`config.mk`:
```
export PLATFORM = sky130hd
export DESIGN_NAME = pll_cfg_sequencer
export DESIGN_NICKNAME = d
export VERILOG_FILES = /design/src/rtl/pll_pkg.sv /design/src/rtl/pll_lock_sync.sv /design/src/rtl/pll_cfg_sequencer.sv
export SDC_FILE = /design/constraint.sdc
export NUM_CORES = 1
export LEC_CHECK = 0
export BUFFER_PORTS_ARGS = -buffer_cell sky130_fd_sc_hd__buf_4
export CAP_MARGIN = 20
export CORE_MARGIN = 2
export CORE_UTILIZATION = 35
export DETAILED_ROUTE_END_ITERATION = 7
export SLEW_MARGIN = 20
export SYNTH_ARGS = -nofsm -noshare
export SYNTH_HDL_FRONTEND = slang
export SYNTH_SLANG_ARGS = --single-unit
```
`constraint.sdc`:
```
create_clock -name clk_i -period 2.7 [get_ports clk_i]
set_input_delay 0.27 -clock clk_i [delete_from_list [all_inputs] [get_ports clk_i]]
set_output_delay 0.27 -clock clk_i [all_outputs]
set_load 0.01 [all_outputs]
```
`src/rtl/pll_pkg.sv`:
```
// pll_pkg
// Shared types and widths for the PLL configuration sequencer.
//   SEL_W           width of the output divider select
//   CODE_W          width of the PLL code
//   pll_seq_state_e sequencer states
package pll_pkg;

   localparam int SEL_W  = 3;
   localparam int CODE_W = 12;

   typedef enum logic [2:0] {
      ST_IDLE,
      ST_BYP_ENTER,
      ST_SETTLE,
      ST_WAIT_LOCK,
      ST_BYP_EXIT
   } pll_seq_state_e;

endpackage

```
`src/rtl/pll_lock_sync.sv`:
```
// pll_lock_sync
// Two-flop synchroniser that brings the raw PLL lock into the reference clock domain.
//   clk_i    in   reference clock
//   rstn_i   in   asynchronous active-low reset, clears both flops to 0
//   async_i  in   raw asynchronous input
//   sync_o   out  synchronised output (two cycles of latency)
module pll_lock_sync (
   input  logic clk_i,
   input  logic rstn_i,
   input  logic async_i,
   output logic sync_o
);

   logic [1:0] sync_ff;

   always_ff @(posedge clk_i or negedge rstn_i) begin
      if (!rstn_i) begin
         sync_ff <= 2'b00;
      end else begin
         sync_ff <= {sync_ff[0], async_i};
      end
   end

   assign sync_o = sync_ff[1];

endmodule

```
`src/rtl/pll_cfg_sequencer.sv`:
```
// pll_cfg_sequencer
// Applies software-requested divider select / PLL code to the PLL in a safe order:
// enter bypass, apply the new values, wait for settle and a stable lock, release bypass.
//   clk_i           in   reference clock
//   rstn_i          in   asynchronous active-low reset
//   bypass_req_i    in   software bypass request
//   sel_req_i       in   requested divider select
//   code_req_i      in   requested PLL code
//   pll_lock_i      in   raw PLL lock (asynchronous)
//   pll_bypass_o    out  bypass control to the PLL / clock mux
//   pll_sel_o       out  applied divider select
//   pll_code_o      out  applied PLL code
//   busy_o          out  high whenever the sequencer is not idle
//   locked_o        out  PLL declared locked under the applied values
//   lock_timeout_o  out  sticky lock timeout, cleared by the next successful lock
module pll_cfg_sequencer
   import pll_pkg::*;
#(
   parameter int SWITCH_CYCLES = 8,
   parameter int SETTLE_CYCLES = 16,
   parameter int LOCK_STABLE   = 4,
   parameter int LOCK_TIMEOUT  = 4096
) (
   input  logic              clk_i,
   input  logic              rstn_i,
   input  logic              bypass_req_i,
   input  logic [SEL_W-1:0]  sel_req_i,
   input  logic [CODE_W-1:0] code_req_i,
   input  logic              pll_lock_i,
   output logic              pll_bypass_o,
   output logic [SEL_W-1:0]  pll_sel_o,
   output logic [CODE_W-1:0] pll_code_o,
   output logic              busy_o,
   output logic              locked_o,
   output logic              lock_timeout_o
);

   localparam int CNT_W    = $clog2(LOCK_TIMEOUT + 1);
   localparam int STREAK_W = $clog2(LOCK_STABLE + 1);

   localparam logic [CNT_W-1:0]    SWITCH_LAST  = CNT_W'(SWITCH_CYCLES - 1);
   localparam logic [CNT_W-1:0]    SETTLE_LAST  = CNT_W'(SETTLE_CYCLES - 1);
   localparam logic [CNT_W-1:0]    TIMEOUT_LAST = CNT_W'(LOCK_TIMEOUT - 1);
   localparam logic [STREAK_W-1:0] STABLE_LAST  = STREAK_W'(LOCK_STABLE - 1);

   pll_seq_state_e      state, state_n;
   logic [CNT_W-1:0]    cnt, cnt_n;
   logic [STREAK_W-1:0] streak, streak_n;
   logic                bypass, bypass_n;
   logic [SEL_W-1:0]    sel, sel_n;
   logic [CODE_W-1:0]   code, code_n;
   logic                locked, locked_n;
   logic                timeout, timeout_n;
   logic                lock_sync;
   logic                change_req;

   pll_lock_sync u_lock_sync (
      .clk_i  (clk_i),
      .rstn_i (rstn_i),
      .async_i(pll_lock_i),
      .sync_o (lock_sync)
   );

   assign change_req = ({sel_req_i, code_req_i} != {sel, code});

   // Register stage. Reset lands in SETTLE so the boot lock sequence runs with code 0.
   always_ff @(posedge clk_i or negedge rstn_i) begin
      if (!rstn_i) begin
         state   <= ST_SETTLE;
         cnt     <= '0;
         streak  <= '0;
         bypass  <= 1'b1;
         sel     <= '0;
         code    <= '0;
         locked  <= 1'b0;
         timeout <= 1'b0;
      end else begin
         state   <= state_n;
         cnt     <= cnt_n;
         streak  <= streak_n;
         bypass  <= bypass_n;
         sel     <= sel_n;
         code    <= code_n;
         locked  <= locked_n;
         timeout <= timeout_n;
      end
   end

   // Next-state logic. The shared counter counts up in every busy state and is cleared
   // on every transition, so each wait ends when cnt reaches its "last" value.
   // The lock streak only lives in WAIT_LOCK; anywhere else it is held at zero.
   always_comb begin
      state_n   = state;
      cnt_n     = cnt + CNT_W'(1);
      streak_n  = '0;
      bypass_n  = bypass;
      sel_n     = sel;
      code_n    = code;
      locked_n  = locked;
      timeout_n = timeout;

      case (state)
         ST_IDLE: begin
            cnt_n = '0;
            // Losing lock under the applied values takes priority: fall back to bypass and relock.
            if (locked && !lock_sync) begin
               locked_n = 1'b0;
               bypass_n = 1'b1;
               state_n  = ST_WAIT_LOCK;
            end else if (change_req) begin
               if (bypass) begin
                  // Already on the bypass clock, so the mux switch wait is unnecessary.
                  sel_n    = sel_req_i;
                  code_n   = code_req_i;
                  locked_n = 1'b0;
                  state_n  = ST_SETTLE;
               end else begin
                  bypass_n = 1'b1;
                  state_n  = ST_BYP_ENTER;
               end
            end else if (bypass_req_i) begin
               bypass_n = 1'b1;
            end else if (bypass && locked) begin
               bypass_n = 1'b0;
               state_n  = ST_BYP_EXIT;
            end
         end

         ST_BYP_ENTER: begin
            if (cnt == SWITCH_LAST) begin
               sel_n    = sel_req_i;
               code_n   = code_req_i;
               locked_n = 1'b0;
               cnt_n    = '0;
               state_n  = ST_SETTLE;
            end
         end

         ST_SETTLE: begin
            if (cnt == SETTLE_LAST) begin
               cnt_n   = '0;
               state_n = ST_WAIT_LOCK;
            end
         end

         ST_WAIT_LOCK: begin
            streak_n = lock_sync ? streak + STREAK_W'(1) : '0;
            // A successful lock wins over a timeout landing in the same cycle.
            if (lock_sync && (streak == STABLE_LAST)) begin
               locked_n  = 1'b1;
               timeout_n = 1'b0;
               streak_n  = '0;
               cnt_n     = '0;
               if (!bypass_req_i) begin
                  bypass_n = 1'b0;
                  state_n  = ST_BYP_EXIT;
               end else begin
                  state_n  = ST_IDLE;
               end
            end else if (cnt == TIMEOUT_LAST) begin
               timeout_n = 1'b1;
               streak_n  = '0;
               cnt_n     = '0;
               state_n   = ST_IDLE;
            end
         end

         ST_BYP_EXIT: begin
            if (cnt == SWITCH_LAST) begin
               cnt_n   = '0;
               state_n = ST_IDLE;
            end
         end

         default: begin
            cnt_n   = '0;
            state_n = ST_IDLE;
         end
      endcase
   end

   assign pll_bypass_o   = bypass;
   assign pll_sel_o      = sel;
   assign pll_code_o     = code;
   assign busy_o         = (state != ST_IDLE);
   assign locked_o       = locked;
   assign lock_timeout_o = timeout;

endmodule

```
==> results of run 1 <==
[layout make-up]
cell class,count,area [µm²]
tap,72,90.1
multi-input combinational,133,1010
fill,551,3050
clock buffer,8,100
inverter,4,15.0
timing repair buffer,40,303
sequential,39,978
[sequential cells by signal, indices dropped and copies added (netlist names)]
name,cells
cnt,13
pll_code_o,12
pll_sel_o,3
state,3
streak,3
u_lock_sync.sync_ff,2
lock_timeout_o,1
locked_o,1
pll_bypass_o,1
[final timing paths]
check / start / end / slack (ns) / cells past startpoint
min in group asynchronous: rstn_i / state[2] / 0.48 / 2
worst min-delay path: pll_lock_i / u_lock_sync.sync_ff[0] / 0.08 / 1
worst min register to register: u_lock_sync.sync_ff[0] / u_lock_sync.sync_ff[1] / 0.35 / 0
max in group asynchronous: rstn_i / state[1] / 1.85 / 2
worst max-delay path: state[0] / pll_code_o[3] / 0.40 / 4
worst max register to register: state[0] / pll_code_o[3] / 0.40 / 4
[per-stage QoR]
step	hold slack (ns)	power (mW)
finish	0.0828	2.37
global route	0.0773	2.52
CTS	0.0745	2.40
detailed placement	0.278	1.95
global placement	0.272	1.94
floorplan	-0.0256	1.61
[metal layers]
metal  track usage  vias to the layer above
met3        0.0393                        9
met1         0.190                      654
met5             0                        -
li1              -                      713
met4        0.0610                        0
met2         0.178                       38
[Yosys cell counts (2+ instances only)]
cell	count	share of area
dfrtp_1	37	0.46
nor2_1	25	0.046
xor2_1	18	0.078
mux2_4	10	0.074
nand2_1	9	0.017
xnor2_1	9	0.039
mux2_1	6	0.033
nand3_1	5	0.012
nor4_1	5	0.015
inv_1	4	0.0074
and3b_1	3	0.013
buf_2	3	0.0074
ha_1	3	0.018
nand4_1	3	0.0092
nor2b_1	3	0.0092
a21oi_1	2	0.0049
and3_1	2	0.0062
and4_1	2	0.0086
dfstp_2	2	0.026
nor3_1	2	0.0049
nor4_2	2	0.012
o21ai_0	2	0.0049
or2_2	2	0.0062
or3_1	2	0.0062
[where the power goes]
group / total (mW) / switching [mW] / internal, mW / leakage (nW)
Clock: 0.437 / 0.204 / 0.233 / 0.0515
Combinational: 1.00 / 0.438 / 0.564 / 0.592
Sequential: 0.932 / 0.178 / 0.754 / 0.493
Total: 2.37 / 0.819 / 1.55 / 1.14
[cell families after synthesis]
logic type               Yosys count  share of synthesized area
AND/OR/NAND/NOR                   71                      0.192
flip-flops                        39                      0.482
XOR/XNOR                          27                      0.116
AO/OA/AOI/OAI                     16                     0.0622
multiplexers                      16                      0.107
buffers and inverters              9                     0.0222
adder cells (fa/ha/maj)            3                     0.0185
[critical path, delay by kind of cell (launching register included)]
kind,cells,cell delay (ns)
DFF,1,0.50
and+or+nand+nor,2,0.75
AOI/OAI and AO/OA,1,0.55
muxes,1,0.37
[layout by cell type (no fill, tap or decap), drive strengths merged, types with 2 or more instances in the layout]
| cell | Yosys | routed |
|---|---|---|
| xnor2 | 9 | 9 |
| clkbuf | 1 | 8 |
| nor2b | 3 | 3 |
| and3 | 2 | 2 |
| or2 | 3 | 3 |
| inv | 4 | 4 |
| nor3 | 3 | 3 |
| o21ai | 4 | 4 |
| ha | 3 | 3 |
| dfstp | 2 | 2 |
| nor2 | 25 | 25 |
| or3 | 2 | 2 |
| nand3 | 5 | 5 |
| dfrtp | 37 | 37 |
| nor4 | 7 | 7 |
| a21oi | 3 | 3 |
| mux2 | 16 | 16 |
| nand4 | 4 | 4 |
| and3b | 3 | 3 |
| and4 | 2 | 2 |
| nand2 | 9 | 9 |
| xor2 | 18 | 18 |
| buf | 4 | 39 |
[timing repair]
| action | 4_1_cts | 5_1_grt |
|---|---|---|
| hold endpoints to repair | 37 | 0 |
| endpoints found under the setup margin | 0 | 0 |
| hold buffers | 1 | 0 |
==> metrics.md, run 1 <==
| Metric | Value |
|---|---|
| Max incr delay on CP | `0.55 ns` |
| Congestion Overflow GR | `0` |
| CTS root buf | `clkbuf_8` |
| Leak Pwr | `1.14 nW` |
| Crit path required time | `2.88 ns` |
| Fin cells | `296` |
| Startpoint class of the critical path | `flip-flop` |
| Ys flop type | `dfrtp_1` |
| Final Skew | `0.00674 ns` |
| Num Clock Sinks | `39` |
| Global placement routability congestion | `0.725` |
| Final Setup Violations | `0` |
| Clk buf depth | `2` |
| Peak VDD IR | `0.522 mV` |
| Core region area | `5540 µm²` |
| Detail-routed via count per cell | `4.78` |
| Fmax | `434 MHz` |
| Postcts setup bufs | `0` |
| Fin Setup TNS | `0 ns` |
| Final Max Slew Viols | `0` |
| Synth cell types | `44` |
| Post-synth EDFFs | `0` |
| Placed cell area | `2380 µm²` |
| Antenna violations before repair | `0` |
| Seq/Total Area, Yosys | `0.482` |
| Dpl hpwl | `2690 µm` |
| Final Util | `0.450` |
| Die X | `80.2 µm` |
| Data arrival time of the critical path | `2.48 ns` |
| Routed WL | `3840 µm` |
| Antenna Diode Count | `0` |
| Drc violations | `0` |
| Syn nets | `203` |
| Fin area | `2490 µm²` |
| Hold Crit Class | `primary input to flip-flop` |
| CP Capture Type | `flip-flop` |
| DR pass1 iterations | `4` |
| Mapped Area | `2030 µm²` |
| Period utilization | `0.853` |
| Crit-path max FO | `15` |
| Worst Tran Pin Value | `0.626 ns` |
| First-pass GRT wire length | `6560 µm` |
| Yosys warns | `0` |
| Unrepaired setup endpoints after global routing | `no` |
| Antenna-violating nets left | `0` |
| Slew margin rel. | `0.581` |
| CP Cell Sequence | `or3_1 -> or2_1 -> o21ai_4 -> mux2_1` |
| Met3 WL | `227 µm` |
| Average size of a mapped cell | `11.2 µm²` |
| Vert. Die Dim | `80.2 µm` |
| Vias | `1414` |
| Gate Count Post-Synth | `181` |
| Total track usage | `0.132` |
| I/O Pins | `38` |
| Num CTS Buffers | `5` |
| H-tree Lvls | `2` |
| TritonCTS clock tree | `yes` |
| Worst-Skew Late Latency | `0.30 ns` |
| Kind of critical path | `flip-flop to flip-flop` |
| Outcome | `finished clean` |
| Full die area | `6430 µm²` |
| Post-Place Worst Slack | `0.397 ns` |
| Row cnt | `27` |
| Setup ws final | `0.397 ns` |
| Ys async rst share | `1.00` |
| Final nets | `245` |
| Layout cell share with drive strength beyond 1 | `0.308` |
| Max cap viols | `0` |
| Pin count of the biggest net entering global routing | `40` |
| Avg WL per Cell | `13.0 µm` |
| Routed wl met2 | `1590 µm` |
| Highest routed layer | `met4` |
| Synth-to-Final Area Change | `22.8%` |
| Initial DRC count | `91` |
| Initial Util | `0.367` |
| Final Hold Fails | `0` |
| Metal-1 WL | `1940 µm` |
| FF+latch count, synth | `39` |
| Placed insts | `287` |
| # resized after CTS | `0` |
| Power density over the cells | `950 nW/µm²` |
| Clk slew on worst S/H paths | `0.08 ns` |
| Crit path time final | `2.30 ns` |
| Vias in the first global route | `1374` |
| Slowest cell on crit path | `o21ai_4` |
| IO buf count | `37` |
Power figures use the tool's default switching activity.
==> run 2, diff against run 1 <==
- MAX_ROUTING_LAYER: default -> met4
==> run 2 against run 1 <==
Compared with the run above:
- sequential share of layout area stayed put
- critical path depth did not move
- die area is the same
- clock skew about the same
- maximum frequency about the same
- combinational power hardly changed
- clock-buffer cell count stayed put
- highest routed layer unchanged
==> metrics.md, run 2 (synthesis gave the netlist of run 1 again) <==
| Metric | Value |
|---|---|
| Die X | `80.2 µm (unchanged)` |
| Fin cells | `296 (unchanged)` |
| Num Clock Sinks | `39 (unchanged)` |
| Antenna Diode Count | `0 (unchanged)` |
| Dpl hpwl | `2690 µm (unchanged)` |
| Slew margin rel. | `0.581 (about the same)` |
| Crit-path max FO | `15 (unchanged)` |
| First-pass GRT wire length | `6550 µm (-0.11%)` |
| Placed cell area | `2380 µm² (unchanged)` |
| Routed WL | `3840 µm (about the same)` |
| Switching pwr | `0.820 mW (about the same)` |
| Sw frac | `0.346 (about the same)` |
| Clk buf depth | `2 (unchanged)` |
| H-tree Lvls | `2 (unchanged)` |
| Unrepaired setup endpoints after global routing | `no` |
| Initial Util | `0.367 (unchanged)` |
| Core region area | `5540 µm² (unchanged)` |
| Crit path required time | `2.88 ns (about the same)` |
| Final Setup Violations | `0 (unchanged)` |
| Layout cell share with drive strength beyond 1 | `0.308 (unchanged)` |
| Antenna violations before repair | `0 (unchanged)` |
| Worst-Skew Late Latency | `0.30 ns (about the same)` |
| Fin Setup TNS | `0 ns (unchanged)` |
| Detail-routed via count per cell | `4.78 (unchanged)` |
| Commonest non-fill, non-tap cell in the layout | `buf_4` |
| Peak VDD IR | `0.522 mV (about the same)` |
| Slowest cell on crit path | `o21ai_4` |
| Vias | `1414 (unchanged)` |
| Int Pwr | `1.55 mW (about the same)` |
| Kind of critical path | `flip-flop to flip-flop` |
| Congestion Overflow GR | `0 (unchanged)` |
| Period utilization | `0.853 (about the same)` |
| Num CTS Buffers | `5 (unchanged)` |
| Area of the multi-input gates | `1010 µm² (unchanged)` |
| Synth-to-Final Area Change | `22.8% (unchanged)` |
| # resized after CTS | `0 (unchanged)` |
| Worst Tran Pin Value | `0.626 ns (-0.000270 ns)` |
| CP Cell Sequence | `or3_1 -> or2_1 -> o21ai_4 -> mux2_1` |
| Data arrival time of the critical path | `2.48 ns (about the same)` |
| Fin area | `2490 µm² (unchanged)` |
| I/O Pins | `38 (unchanged)` |
| Pin count of the biggest net entering global routing | `40 (unchanged)` |
| Hold_ws | `0.0827 ns (-0.000118 ns)` |
| Final Max Slew Viols | `0 (unchanged)` |
| Biggest register | `cnt` |
| Final Hold Fails | `0 (unchanged)` |
| Max reg flops | `13 (unchanged)` |
| Full die area | `6430 µm² (unchanged)` |
| Fmax | `434 MHz (about the same)` |
| Crit path time final | `2.30 ns (-0.000366 ns)` |
| Row cnt | `27 (unchanged)` |
| Reg area | `978 µm² (unchanged)` |
| Max incr delay on CP | `0.55 ns (about the same)` |
| Startpoint class of the critical path | `flip-flop` |
| Initial DRC count | `91 (unchanged)` |
| Power density over the cells | `950 nW/µm² (about the same)` |
| Clk slew on worst S/H paths | `0.08 ns (about the same)` |
| Leak Pwr | `1.14 nW (unchanged)` |
| Placed insts | `287 (unchanged)` |
| Final nets | `245 (unchanged)` |
| Drc violations | `0 (unchanged)` |
| Fillers | `551 (unchanged)` |
| Combinational share of power | `0.422 (about the same)` |
| Total track usage | `0.135 (+0.00353)` |
| Sequential share of power | `0.393 (about the same)` |
| IO buf count | `37 (unchanged)` |
| Pwr Total | `2.37 mW (about the same)` |
| Most frequent cells in the layout | `buf_4 (39), dfrtp_1 (37), nor2_1 (25)` |
| Clock power frac | `0.185 (about the same)` |
| Crit-path leading delay family | `simple AND/OR/NAND/NOR gates` |
| Max cap viols | `0 (unchanged)` |
| Global placement routability congestion | `0.734 (+1.2%)` |
| Hold Crit Class | `primary input to flip-flop` |
| Outcome | `finished clean` |
| Vert. Die Dim | `80.2 µm (unchanged)` |
| CTS root buf | `clkbuf_8` |
| Avg WL per Cell | `13.0 µm (about the same)` |
| Vias in the first global route | `1375 (+0.073%)` |
| WP buf/inv | `0 (unchanged)` |
| Final Skew | `0.00680 ns (+0.0000655 ns)` |
| TritonCTS clock tree | `yes` |
| CP Capture Type | `flip-flop` |
| Antenna-violating nets left | `0 (unchanged)` |
| DR pass1 iterations | `4 (unchanged)` |
==> run 2: cell counts in the layout (fill, tap and decap cells not counted) <==
No cell type changed its count.
==> run 2: area by class of cell <==
class | instances | area share
Clock buffer | 8 | 0.0401
Timing Repair Buffer | 40 | 0.121
Tap cell | 72 | 0.0361
Sequential cell | 39 | 0.392
Inverter | 4 | 0.00602
Multi-Input combinational cell | 133 | 0.404
==> run 2: power by group through the flow <==
stage	registers [mW]	clock network (mW)	logic, mW
final	0.931	0.438	1.00
after global routing	0.956	0.467	1.10
after CTS	0.933	0.451	1.02
after detailed placement	0.934	0	1.02
after global placement	0.938	0	0.999
after floorplan	0.936	0	0.675
==> run 2: per-stage QoR <==
step | utilization | setup slack (ns)
2_1_floorplan | - | 0.740
3_3_place_gp | 0.430 | 0.420
3_5_place_dp | 0.430 | 0.397
4_1_cts | 0.450 | 0.378
5_1_grt | 0.450 | 0.277
6_report | 0.450 | 0.398
==> run 2: per-layer routing <==
layer,routed length [µm],global-route usage,part of all wire
met1,1980,0.193,0.52
met2,1590,0.178,0.42
met3,188,0.0337,0.049
met4,78,0.0610,0.020
met5,0,-,0
==> run 2: worst paths after layout <==
kind                                        start                     end  slack, ns  depth (start not counted)
max                                      state[0]           pll_code_o[3]       0.40                          4
min                                    pll_lock_i  u_lock_sync.sync_ff[0]       0.08                          1
max reg2reg                              state[0]           pll_code_o[3]       0.40                          4
min reg2reg                u_lock_sync.sync_ff[0]  u_lock_sync.sync_ff[1]       0.35                          0
max in group asynchronous                  rstn_i                state[1]       1.85                          2
min in group asynchronous                  rstn_i                state[2]       0.48                          2
==> run 2: what timing repair did <==
| item | in CTS | in global routing |
|---|---|---|
| hold buffers | 1 | 0 |
| setup endpoints to repair | 0 | 0 |
| buffers inserted | 0 | 0 |
| endpoints found under the hold margin | 37 | 0 |
==> run 3, diff against run 2 <==
- ABC_AREA: default -> 1
- CAP_MARGIN: 20 -> 10
==> run 3 against run 2 <==
Compared with the run above:
- synthesized cell count grew 80%
- clock power shrank 12%
- total power grew 5.7%
- critical path depth grew 3
- routed wire length grew 19%
- register-to-register slack gained 0.35 ns
- setup slack gained 0.35 ns
- combinational power grew 18%
- hold slack gained 0.0039 ns
- core utilization shrank 2.1 points
- highest routed layer unchanged
==> metrics.md, run 3 <==
| Metric | Value |
|---|---|
| Total track usage | `0.142 (+0.00650)` |
| Syn nets | `348 (+71%)` |
| Clk slew on worst S/H paths | `0.08 ns (about the same)` |
| Placed cell area | `2630 µm² (+10%)` |
| Initial Util | `0.362 (-0.00498)` |
| Num Clock Sinks | `39 (unchanged)` |
| Post-synth EDFFs | `0 (unchanged)` |
| # resized after CTS | `0 (unchanged)` |
| Dpl hpwl | `3430 µm (+28%)` |
| Period utilization | `0.721 (-0.131)` |
| Biggest register | `cnt` |
| DR pass1 iterations | `4 (unchanged)` |
| Slowest cell on crit path | `nand3_2` |
| CP Capture Type | `flip-flop` |
| Full die area | `7230 µm² (+12%)` |
| Clk buf depth | `2 (unchanged)` |
| IO buf count | `37 (unchanged)` |
| Yosys warns | `0 (unchanged)` |
| Antenna violations before repair | `0 (unchanged)` |
| Crit-path max FO | `30 (+15)` |
| Outcome | `finished clean` |
| Combinational share of power | `0.471 (+0.049)` |
| Hold Crit Class | `primary input to flip-flop` |
| WP buf/inv | `0 (unchanged)` |
| Gate Count Post-Synth | `326 (+80%)` |
| Row cnt | `29 (+7.4%)` |
| Synth cell types | `27 (-39%)` |
| Max reg flops | `13 (unchanged)` |
| Final Util | `0.429 (-0.0213)` |
| Most frequent cell after synthesis | `nand2_1` |
| Critical Path Most Common Cell | `nand2_1` |
| Worst Tran Pin Value | `0.535 ns (-0.0906 ns)` |
| CTS root buf | `clkbuf_8` |
| Final nets | `388 (+58%)` |
| Max incr delay on CP | `0.43 ns (-0.12 ns)` |
| Crit-path leading delay family | `simple AND/OR/NAND/NOR gates` |
| Data arrival time of the critical path | `2.14 ns (-0.34 ns)` |
| Final Skew | `0.00807 ns (+0.00126 ns)` |
| Vert. Die Dim | `85.0 µm (+6.0%)` |
| Max cap viols | `0 (unchanged)` |
| Synth-to-Final Area Change | `18.6%` |
| Unrepaired setup endpoints after global routing | `no` |
| Ys async rst share | `1.00 (unchanged)` |
| Vias in the first global route | `1877 (+37%)` |
| Most frequent cells in the layout | `nand2_1 (96), inv_1 (58), nor2_1 (42)` |
| Switching pwr | `1.08 mW (+32%)` |
| Synth top area cells | `dfrtp_1 (40%), nand2_1 (16%), inv_1 (9.5%), nor2_1 (6.9%), nand3_1 (3.9%)` |
| First-pass GRT wire length | `8170 µm (+25%)` |
| Global placement routability congestion | `0.816 (+11%)` |
| Detail-routed via count per cell | `4.52 (-5.4%)` |
| Antenna Diode Count | `0 (unchanged)` |
| Num CTS Buffers | `5 (unchanged)` |
| Seq/Total Area, Yosys | `0.426 (-0.0556)` |
| Power density over the cells | `920 nW/µm² (-3.1%)` |
| Average size of a mapped cell | `7.05 µm² (-37%)` |
| Drc violations | `0 (unchanged)` |
| Routed WL | `4580 µm (+19%)` |
| Peak VDD IR | `0.479 mV (-8.3%)` |
| H-tree Lvls | `2 (unchanged)` |
| Ys flop type | `dfrtp_1` |
| Synth top cells by count | `nand2_1 (96), inv_1 (58), nor2_1 (42)` |
| Leak Pwr | `1.47 nW (+29%)` |
| I/O Pins | `38 (unchanged)` |
| Setup ws final | `0.752 ns (+0.354 ns)` |
| Final Max Slew Viols | `0 (unchanged)` |
| Startpoint class of the critical path | `flip-flop` |
| Core region area | `6350 µm² (+15%)` |
| Kind of critical path | `flip-flop to flip-flop` |
| Fin Setup TNS | `0 ns (unchanged)` |
| Top-area cell type share of the netlist area | `0.403 (-0.0526)` |
| Final Setup Violations | `0 (unchanged)` |
| Die X | `85.0 µm (+6.0%)` |
| Final Hold Fails | `0 (unchanged)` |
| Yosys top cell by area | `dfrtp_1` |
| Commonest non-fill, non-tap cell in the layout | `nand2_1` |
| Post-Place Worst Slack | `0.751 ns (+0.354 ns)` |
| Fin area | `2720 µm² (+9.2%)` |
| Hold_ws | `0.0866 ns (+0.00387 ns)` |
| Int Pwr | `1.43 mW (-8.1%)` |
| Worst-Skew Late Latency | `0.29 ns (about the same)` |
| Antenna-violating nets left | `0 (unchanged)` |
| Avg WL per Cell | `10.3 µm (-20%)` |
| Mapped Area | `2300 µm² (+13%)` |
| Pin count of the biggest net entering global routing | `40 (unchanged)` |
| Clock power frac | `0.153 (-0.032)` |
| Layout cell share with drive strength beyond 1 | `0.166 (-0.142)` |
| Fmax | `513 MHz (+18%)` |
| Crit path time final | `1.95 ns (-0.354 ns)` |
| Slew margin rel. | `0.643 (+0.0616)` |
| Crit path required time | `2.89 ns (about the same)` |
| CP Cell Sequence | `ha_1 -> nand2_2 -> nor3_1 -> nand2_1 -> nand2_1 -> nand3_2 -> o21ai_0` |
| Vias | `2007 (+42%)` |
| Sequential share of power | `0.376 (-0.017)` |
| Sw frac | `0.432 (+0.0859)` |
| Initial DRC count | `81 (-11%)` |
| TritonCTS clock tree | `yes` |
| Congestion Overflow GR | `0 (unchanged)` |
| FF+latch count, synth | `39 (unchanged)` |
## run 3: changes by cell type after synthesis, sizes merged, moves of 4 or more
| cell | delta |
|---|---|
| nor2 | +24 |
| mux2 | -16 |
| nand2 | +90 |
| xor2 | -11 |
| o21ai | +19 |
| inv | +56 |
| nor4 | -7 |
| nand3 | +14 |
| xnor2 | -7 |
| nor3 | +4 |
## run 3: logic make-up (layout without fill, tap and decap cells)
| group | after synthesis | in the layout | share of synthesized area |
|---|---|---|---|
| AO/OA/AOI/OAI | 29 | 29 | 0.0659 |
| XOR/XNOR | 9 | 9 | 0.0343 |
| adder cells (fa/ha/maj) | 3 | 3 | 0.0163 |
| buffers and inverters | 65 | 106 | 0.115 |
| flip-flops | 39 | 39 | 0.426 |
| AND/OR/NAND/NOR | 181 | 181 | 0.343 |
## run 3: per-layer routing
| layer | track usage | up-vias | routed length, µm |
|---|---|---|---|
| li1 | - | 1071 | - |
| met1 | 0.195 | 891 | 2350 |
| met2 | 0.210 | 39 | 2020 |
| met3 | 0.0272 | 6 | 158 |
| met4 | 0.0476 | 0 | 51 |
| met5 | - | - | 0 |
## run 3: layout make-up
class	instances	area, µm²
Inverter	60	225
Tap cell	77	96.3
Sequential cell	39	978
Timing Repair Buffer	38	288
Clock buffer	7	76.3
Multi-Input combinational cell	222	1050
Fill cell	660	3630
Clock inverter	1	5.00
## run 3: power by group through the flow
stage	Clock [mW]	Sequential, mW	Combinational [mW]
2_1_floorplan	0	0.964	0.838
3_5_place_dp	0	0.950	1.20
4_1_cts	0.401	0.943	1.20
5_1_grt	0.427	0.975	1.38
6_report	0.384	0.943	1.18
3_3_place_gp	0	0.946	1.18
## run 3: worst paths after layout
| kind | start | end | slack [ns] | cells after the start |
|---|---|---|---|---|
| max in group asynchronous | rstn_i | state[1] | 1.80 | 2 |
| hold / removal | pll_lock_i | u_lock_sync.sync_ff[0] | 0.09 | 1 |
| setup reg to reg | cnt[0] | pll_sel_o[0] | 0.75 | 7 |
| min in group asynchronous | rstn_i | pll_code_o[8] | 0.52 | 2 |
| hold reg to reg | u_lock_sync.sync_ff[0] | u_lock_sync.sync_ff[1] | 0.35 | 0 |
| setup / recovery | cnt[0] | pll_sel_o[0] | 0.75 | 7 |
## run 3: repair_timing
| action | 4_1_cts | 5_1_grt |
|---|---|---|
| hold endpoints to repair | 37 | 0 |
| buffers inserted | 0 | 0 |
| hold buffers | 1 | 0 |
## run 3: per-stage QoR
stage,std cells,power (mW)
floorplan,326,1.80
global placement,435,2.12
detailed placement,435,2.15
CTS,444,2.54
global route,444,2.78
finish,444,2.51
